$ cat src/rtl/pixel_cache_flush.sv
// Pixel-cache flush sequencer: walks the active bit planes of one cached row
// and writes each plane byte to game-pak RAM in character layout. A partially
// dirty row first reads each RAM byte and strobes it into the selected plane
// so clean pixels are merged before the write-back.
module pixel_cache_flush #(
    parameter int ADDR_W = 17,
    parameter int PLANES = 8
) (
    input  logic              clk,
    input  logic              reset,
    input  logic              start,
    input  logic [1:0]        bpp_mode,
    input  logic [7:0]        dirty,
    input  logic [ADDR_W-1:0] row_base,
    input  logic [7:0]        plane_data,
    output logic [2:0]        plane_sel,
    output logic [7:0]        ramd,
    output logic              ldram_n,
    output logic              ram_req,
    output logic              ram_we,
    output logic [ADDR_W-1:0] ram_addr,
    output logic [7:0]        ram_wdata,
    input  logic [7:0]        ram_rdata,
    input  logic              ram_ack,
    output logic              busy,
    output logic              done
);

    typedef enum logic [2:0] {IDLE, RD_REQ, MERGE, WR_REQ, NEXT, FIN} state_t;

    state_t            state, state_d;
    logic [2:0]        last_plane, last_plane_d;
    logic              partial, partial_d;
    logic [ADDR_W-1:0] base_q, base_d;

    logic [2:0]        plane_sel_d;
    logic [7:0]        ramd_d;
    logic              ldram_n_d;
    logic              ram_req_d;
    logic              ram_we_d;
    logic [ADDR_W-1:0] ram_addr_d;
    logic [7:0]        ram_wdata_d;
    logic              busy_d;
    logic              done_d;

    // Plane pairs are interleaved bytes; each pair advances 16 bytes.
    function automatic logic [ADDR_W-1:0] plane_addr(input logic [ADDR_W-1:0] base,
                                                     input logic [2:0] p);
        return base + ADDR_W'({p[2:1], 3'b000, p[0]});
    endfunction

    // Index of the last plane in use for a colour depth; mode 2 behaves as 4bpp.
    function automatic logic [2:0] mode_last(input logic [1:0] m);
        case (m)
            2'd0:    return 3'd1;
            2'd3:    return 3'(PLANES - 1);
            default: return 3'd3;
        endcase
    endfunction

    // State register together with every registered output and latched request field.
    always_ff @(posedge clk or posedge reset) begin
        if (reset) begin
            state      <= IDLE;
            last_plane <= 3'd0;
            partial    <= 1'b0;
            base_q     <= '0;
            plane_sel  <= 3'd0;
            ramd       <= 8'd0;
            ldram_n    <= 1'b1;
            ram_req    <= 1'b0;
            ram_we     <= 1'b0;
            ram_addr   <= '0;
            ram_wdata  <= 8'd0;
            busy       <= 1'b0;
            done       <= 1'b0;
        end else begin
            state      <= state_d;
            last_plane <= last_plane_d;
            partial    <= partial_d;
            base_q     <= base_d;
            plane_sel  <= plane_sel_d;
            ramd       <= ramd_d;
            ldram_n    <= ldram_n_d;
            ram_req    <= ram_req_d;
            ram_we     <= ram_we_d;
            ram_addr   <= ram_addr_d;
            ram_wdata  <= ram_wdata_d;
            busy       <= busy_d;
            done       <= done_d;
        end
    end

    // Next-state selection; acks only count while a request is outstanding.
    always_comb begin
        state_d = state;
        case (state)
            IDLE: begin
                if (start) begin
                    if (dirty == 8'h00)      state_d = FIN;
                    else if (dirty == 8'hFF) state_d = WR_REQ;
                    else                     state_d = RD_REQ;
                end
            end
            RD_REQ:  if (ram_req && ram_ack) state_d = MERGE;
            MERGE:   state_d = WR_REQ;
            WR_REQ:  if (ram_req && ram_ack) state_d = NEXT;
            NEXT: begin
                if (plane_sel == last_plane) state_d = FIN;
                else if (partial)            state_d = RD_REQ;
                else                         state_d = WR_REQ;
            end
            FIN:     state_d = IDLE;
            default: state_d = IDLE;
        endcase
    end

    // Next values of the registered outputs; a request opens on entry to an access
    // and closes on its ack, so req is always low at least one cycle between accesses.
    always_comb begin
        last_plane_d = last_plane;
        partial_d    = partial;
        base_d       = base_q;
        plane_sel_d  = plane_sel;
        ramd_d       = ramd;
        ldram_n_d    = 1'b1;
        ram_req_d    = ram_req;
        ram_we_d     = ram_we;
        ram_addr_d   = ram_addr;
        ram_wdata_d  = ram_wdata;
        busy_d       = busy;
        done_d       = 1'b0;
        case (state)
            IDLE: begin
                if (start) begin
                    last_plane_d = mode_last(bpp_mode);
                    partial_d    = (dirty != 8'hFF);
                    base_d       = row_base;
                    plane_sel_d  = 3'd0;
                    busy_d       = 1'b1;
                    if (dirty == 8'h00) begin
                        done_d = 1'b1;
                    end else if (dirty != 8'hFF) begin
                        ram_req_d  = 1'b1;
                        ram_we_d   = 1'b0;
                        ram_addr_d = plane_addr(row_base, 3'd0);
                    end
                end
            end
            RD_REQ: begin
                if (ram_req && ram_ack) begin
                    ramd_d    = ram_rdata;
                    ram_req_d = 1'b0;
                    ldram_n_d = 1'b0;
                end
            end
            WR_REQ: begin
                if (!ram_req) begin
                    // plane_data already reflects the merge strobed in MERGE
                    ram_wdata_d = plane_data;
                    ram_req_d   = 1'b1;
                    ram_we_d    = 1'b1;
                    ram_addr_d  = plane_addr(base_q, plane_sel);
                end else if (ram_ack) begin
                    ram_req_d = 1'b0;
                end
            end
            NEXT: begin
                if (plane_sel == last_plane) begin
                    done_d = 1'b1;
                end else begin
                    plane_sel_d = plane_sel + 3'd1;
                    if (partial) begin
                        ram_req_d  = 1'b1;
                        ram_we_d   = 1'b0;
                        ram_addr_d = plane_addr(base_q, plane_sel + 3'd1);
                    end
                end
            end
            FIN: busy_d = 1'b0;
            default: ;
        endcase
    end

endmodule
$ cat config.mk
export PLATFORM = sky130hd
export DESIGN_NAME = pixel_cache_flush
export DESIGN_NICKNAME = d
export VERILOG_FILES = /design/src/rtl/pixel_cache_flush.sv
export SDC_FILE = /design/constraint.sdc
export NUM_CORES = 1
export LEC_CHECK = 0
export ABC_AREA = 1
export ABC_CLOCK_PERIOD_IN_PS = 3300
export BUFFER_PORTS_ARGS = -buffer_cell sky130_fd_sc_hd__buf_2
export CORE_MARGIN = 2
export CORE_UTILIZATION = 55
export CTS_CLUSTER_DIAMETER = 80
export DETAILED_ROUTE_END_ITERATION = 8
export HOLD_SLACK_MARGIN = 0.06
export PLACE_DENSITY = 0.89
export SETUP_SLACK_MARGIN = 0.3
export SKIP_LAST_GASP = 1
export SLEW_MARGIN = 30
export SYNTH_ARGS = -nofsm -noshare
export SYNTH_HDL_FRONTEND = slang
export SYNTH_SLANG_ARGS = --single-unit
$ cat constraint.sdc
create_clock -name clk -period 3.3 [get_ports clk]
set_input_delay 0.495 -clock clk [delete_from_list [all_inputs] [get_ports clk]]
set_output_delay 0.495 -clock clk [all_outputs]
set_load 0.005 [all_outputs]
### Word level (Yosys, flattened, before mapping)

Cells that the tools add are included.

* word-level logic and storage cells: 93
* memory bits (read-only): 0
* latch bits: 0
* register bits: 65
* input port bits: 47
* output and inout bits: 41
* memories: 0
* bits in writable memories: 0

* equal/unequal tests: 17
* multiplexer cells: 43
* shifts and indexed selects: 0
* div/mod/pow operators: 0
* bitwise logic cells: 1
* order comparisons: 0
* multipliers: 0
* $add $sub $neg: 3
* reductions and logical operators: 16

Operator list (count)
* two-way mux 17 bit: 6
* case mux 17 bit (3 select lines): 1
* adder 17 x 6 -> 17 bit: 2
* two-way mux 3 bit: 7
* two-way mux 1 bit: 20
* != test 2 bit (second input constant): 8
* case mux 3 bit (5 select lines): 1
* AND reduction 7 bit: 2
* case mux 3 bit (2 select lines): 2
* equality test 8 bit (second input constant): 1
* zero test 8 bit: 1
* != test 8 bit (second input constant): 1
* AND reduction 2 bit: 4
* equality test 3 x 2 -> 1 bit (second input constant): 2
* equality test 3 bit (second input constant): 2
* AND reduction 3 bit: 2
* two-way mux 2 bit: 2
* case mux 1 bit (2 select lines): 2
* case mux 1 bit (4 select lines): 1
* nonzero test 2 bit: 2
* nonzero test 4 bit: 1
* adder 3 x 1 -> 3 bit (second input constant): 1
* equality test 3 x 1 -> 1 bit (second input constant): 1
* equality test 3 bit: 1
* 7 further kinds: 7

### Logic depth before layout (Yosys ltp)

* depth in word-level cells: 5
* depth in mapped cells: 17

### Worst setup path after synthesis

Ideal clock, no wire load.

* kind: register -> register
* start point: reg state[1]
* end point: reg ram_addr[16]
* path slack: 1105 ps
* stages on the path, launching flop included: 17
* library setup time: 117 ps
* clock period less this slack: 2195 ps
* required time: 3183 ps
* data arrival time: 2077 ps
* path through: dfrtp_1 inv_4 nand2_8 nor2_4 ha_1 inv_1 ha_1 ha_1 nand2_1 nor2_1 nand2_1 nand2_1 nand2_1 nand2_1 nand3_1 nand3_1 nand2_1

* cells in the longest elaborated chain, start to end: 3
* elaborated cells on any way between the ends: 12
* classes of those cells: eq/ne: 8; mux: 1; reduce/logical: 3

Ends and longest elaborated chain
* from (decl): line 31 `state_t state, state_d;`
* from (signal assigned): line 78 `state <= state_d;`
* equality test 3 x 2 -> 1 bit (tied with other cells): line 133 `case (state)`
* != test 2 bit (no line) / nonzero test 3 bit (equally long branches)
* AND reduction 7 bit (no line)
* to (signal assigned): line 87 `ram_addr <= ram_addr_d;`
* to (decl): line 21 `output logic [ADDR_W-1:0] ram_addr,`

Several ways; a longest one is shown, not always the timed one.
A chain may end at the register's enable or synchronous reset.

### Worst setup path after layout

Same ends and word-level chain as after synthesis.

==> impl_metrics.py <==
metrics = {
    "run_status": {
        "status": "finished, final reports clean",
    },
    "drt": {
        "vias": 3114,
        "viasPerCell": 5.09,
        "wl_per_cell_um": 13.0,
        "drt_iter0_drc": 174,
        "drt-total-wl_mm": 7.97,
        "first_pass_iters": 7,
        "antenna_left": 0,
        "route.detailed.drc": 0,
    },
    "synthesis": {
        "syn_area_mm2": 0.00353,
        "synthDistinctLibCells": 31,
        "synthArstFlopShare_pct": 100,
        "synth_compound_area_share_pct": 5.68,
        "synth_common_cells": "nand2_1, dfrtp_1, inv_1, nand3_1, nor2_1",
        "synthTopCellsByArea": "dfrtp_1, nand2_1, mux2_2",
        "synth-seq-cells": 65,
        "synth_area_leader_cell": "dfrtp_1",
        "yosys-mux-area-fraction_pct": 5.11,
        "synth-warning-count": 0,
        "avgSynthCellArea_um2": 8.05,
        "synth_xor_xnor_area_share_pct": 0.745,
        "yosys.area_share.simple_pct": 33.9,
        "synth-main-ff-cell": "dfrtp_1",
        "yosysMostFrequentCell": "nand2_1",
        "synthAdderAreaFrac_pct": 2.13,
        "netlist_instances": 438,
        "syn-num-nets": 491,
        "synth_top_family_by_area": "simple AND/OR/NAND/NOR gates",
        "ys_seq_area_share_pct": 46.2,
        "synth-edff-count": 0,
        "synth_top_area_share_pct": 45.4,
    },
    "cts": {
        "clkTransAtPathRegs_ns": 0.08,
        "cts_resized": 0,
        "ctsHoldBuffers": 0,
        "cts.sinks": 65,
        "clk_path_buf_depth": 2,
        "cts_tree": "built",
        "insertion_delay_ns": 0.35,
        "cts_setup_buffers": 0,
        "cts_buffers": 9,
        "cts-root-buf": "clkbuf_8",
        "h-tree-depth": 3,
    },
    "sta": {
        "min_period_ns": 2.50,
        "setup_violations": 0,
        "worstMarginPinSlew_ns": 0.802,
        "finalHoldViolCount": 0,
        "fmax_mhz": 400,
        "drv_slew": 0,
        "post-route-period-util_pct": 75.8,
        "grt_setup_unrepaired": "false",
        "relSlewSlack_pct": 46.5,
        "skew_ns": 0.00923,
        "fin_setup_tns_ns": 0,
    },
    "layout": {
        "layout.cells.non_filler": 612,
        "area.growth.synth_to_final_pct": 19.7,
        "nFillCells": 516,
        "postLayoutCoreUtil_pct": 67.2,
        "diodes": 0,
        "finalNetCount": 583,
        "multiInputGateArea_mm2": 0.00168,
        "regArea_mm2": 0.00163,
        "drive_gt1_share_pct": 28.0,
    },
    "grt": {
        "grt_pass1_wl_mm": 13.5,
        "first_global_vias": 3140,
        "antenna_found_initial": 0,
        "grt_max_degree": 39,
        "grt_overflow": 0,
        "grt_util_all_layers_pct": 23.8,
    },
    "floorplan": {
        "die_area_mm2": 0.00707,
        "core_region_area_mm2": 0.00628,
        "pin_count": 88,
        "core.rowCount": 29,
        "start_util_pct": 56.2,
        "die_h_um": 84.1,
        "fp.dieW_um": 84.1,
    },
    "worst_setup_path": {
        "start_kind": "flop",
        "cp.required_ns": 3.54,
        "crit_arrival_ns": 2.74,
        "end_kind": "flop",
        "reg2reg_slack_ns": 0.80,
        "cp_max_fo": 8,
        "crit_type": "flop to flop",
    },
    "power_and_ir_drop": {
        "p_comb_share_pct": 7.1,
        "p_sw_share_pct": 24.6,
        "power_switching_uw": 401,
        "powerDensity_mw_per_mm2": 387,
        "leakage_nw": 2.32,
        "intPower_mw": 1.23,
        "seq_power_share_pct": 51.1,
        "ir_drop_v": 0.000335,
        "clockPowerShare_pct": 41.8,
    },
    "placed_design": {
        "port_buffers": 87,
        "routabilityCongestion": 0.920,
        "numPlacedInstances": 596,
        "place_hpwl_mm": 5.87,
    },
    "run": {
        "max_cap_violations": 0,
    },
    "worst_hold_path": {
        "min_path_type": "primary input to asynchronous set/reset pin",
    },
}
[cell families (layout without fill, tap and decap cells)]
family          count (synthesis)  in the layout
compound gates                 37             37
xor+xnor                        3              3
fa+ha+maj                       6              6
buf+inv                        51            148
flops                          65             65
mux                            16             16
simple gates                  260            260
[stage by stage]
stage | cell area [um2] | setup WS [ns] | hold WS [ns] | power, mW
finish | 4220 | 0.797 | 0.294 | 1.63
global route | 4220 | 0.519 | 0.356 | 1.70
CTS | 4220 | 0.810 | 0.317 | 1.64
detailed placement | 4030 | 0.814 | 0.453 | 0.966
global placement | 4030 | 0.910 | 0.448 | 0.960
floorplan | 3530 | 1.11 | 0.448 | 0.909
[per-layer routing]
metal  global-route usage (%)  up-vias  part of all wire [%]
met5                        0        -                     0
met4                     7.48        0                   1.0
met3                     6.73       10                   4.6
met2                     42.1       74                    51
met1                     27.9     1444                    43
li1                         -     1586                     -
[critical path: stages, from the launching register on]
cell,delay [ns]
dfrtp_1,0.42
inv_4,0.14
nand2_8,0.09
nor2_4,0.19
ha_1,0.27
inv_1,0.06
ha_1,0.17
ha_1,0.21
nand2_1,0.08
nor2_1,0.22
nand2_1,0.08
nand2_1,0.13
nand2_1,0.07
nand2_1,0.06
nand3_1,0.06
nand3_1,0.10
nand2_1,0.06
[power groups by stage]
| stage | Combinational [mW] | Clock (mW) | Sequential (mW) |
|---|---|---|---|
| detailed placement | 0.118 | 0 | 0.848 |
| floorplan | 0.0643 | 0 | 0.844 |
| global placement | 0.113 | 0 | 0.847 |
| global route | 0.135 | 0.726 | 0.836 |
| finish | 0.117 | 0.682 | 0.833 |
| CTS | 0.118 | 0.692 | 0.833 |
[cell usage in the layout, fill, tap and decap left out, drive strengths merged, types with 2 or more instances in the layout]
master / n
nand3: 41
clkbuf: 10
clkinv: 4
xor2: 2
mux2: 16
inv: 44
o21ai: 32
buf: 88
nand2: 175
a21oi: 3
ha: 6
nor2: 34
or2: 3
nand4: 4
dfrtp: 64
[worst paths after layout]
path                                   start      endpoint  cells after the start
worst max-delay path                state[1]  ram_addr[16]                     16
worst min register to register  ram_addr[12]  ram_addr[12]                      2
min in group clk                row_base[13]    base_q[13]                      3
worst max register to register      state[1]  ram_addr[16]                     16
worst min-delay path                   reset  ram_wdata[2]                      2
max in group asynchronous              reset   ram_addr[3]                      3
[state kept, by name, summed over array words and instances, names as in the netlist]
signal      count
base_q         17
busy            1
done            1
last_plane      3
ldram_n         1
partial         1
plane_sel       3
ram_addr       17
ram_req         1
ram_wdata       8
ram_we          1
ramd            8
state           3
[layout make-up]
cell class / count / share of cell area [%]
Multi-Input combinational cell: 322 / 39.8
Sequential cell: 65 / 38.6
Timing Repair Buffer: 88 / 10.8
Inverter: 44 / 3.97
Clock buffer: 10 / 3.26
Tap cell: 77 / 2.28
Clock inverter: 6 / 1.36
No activity file was read; power rests on OpenSTA's default activity.
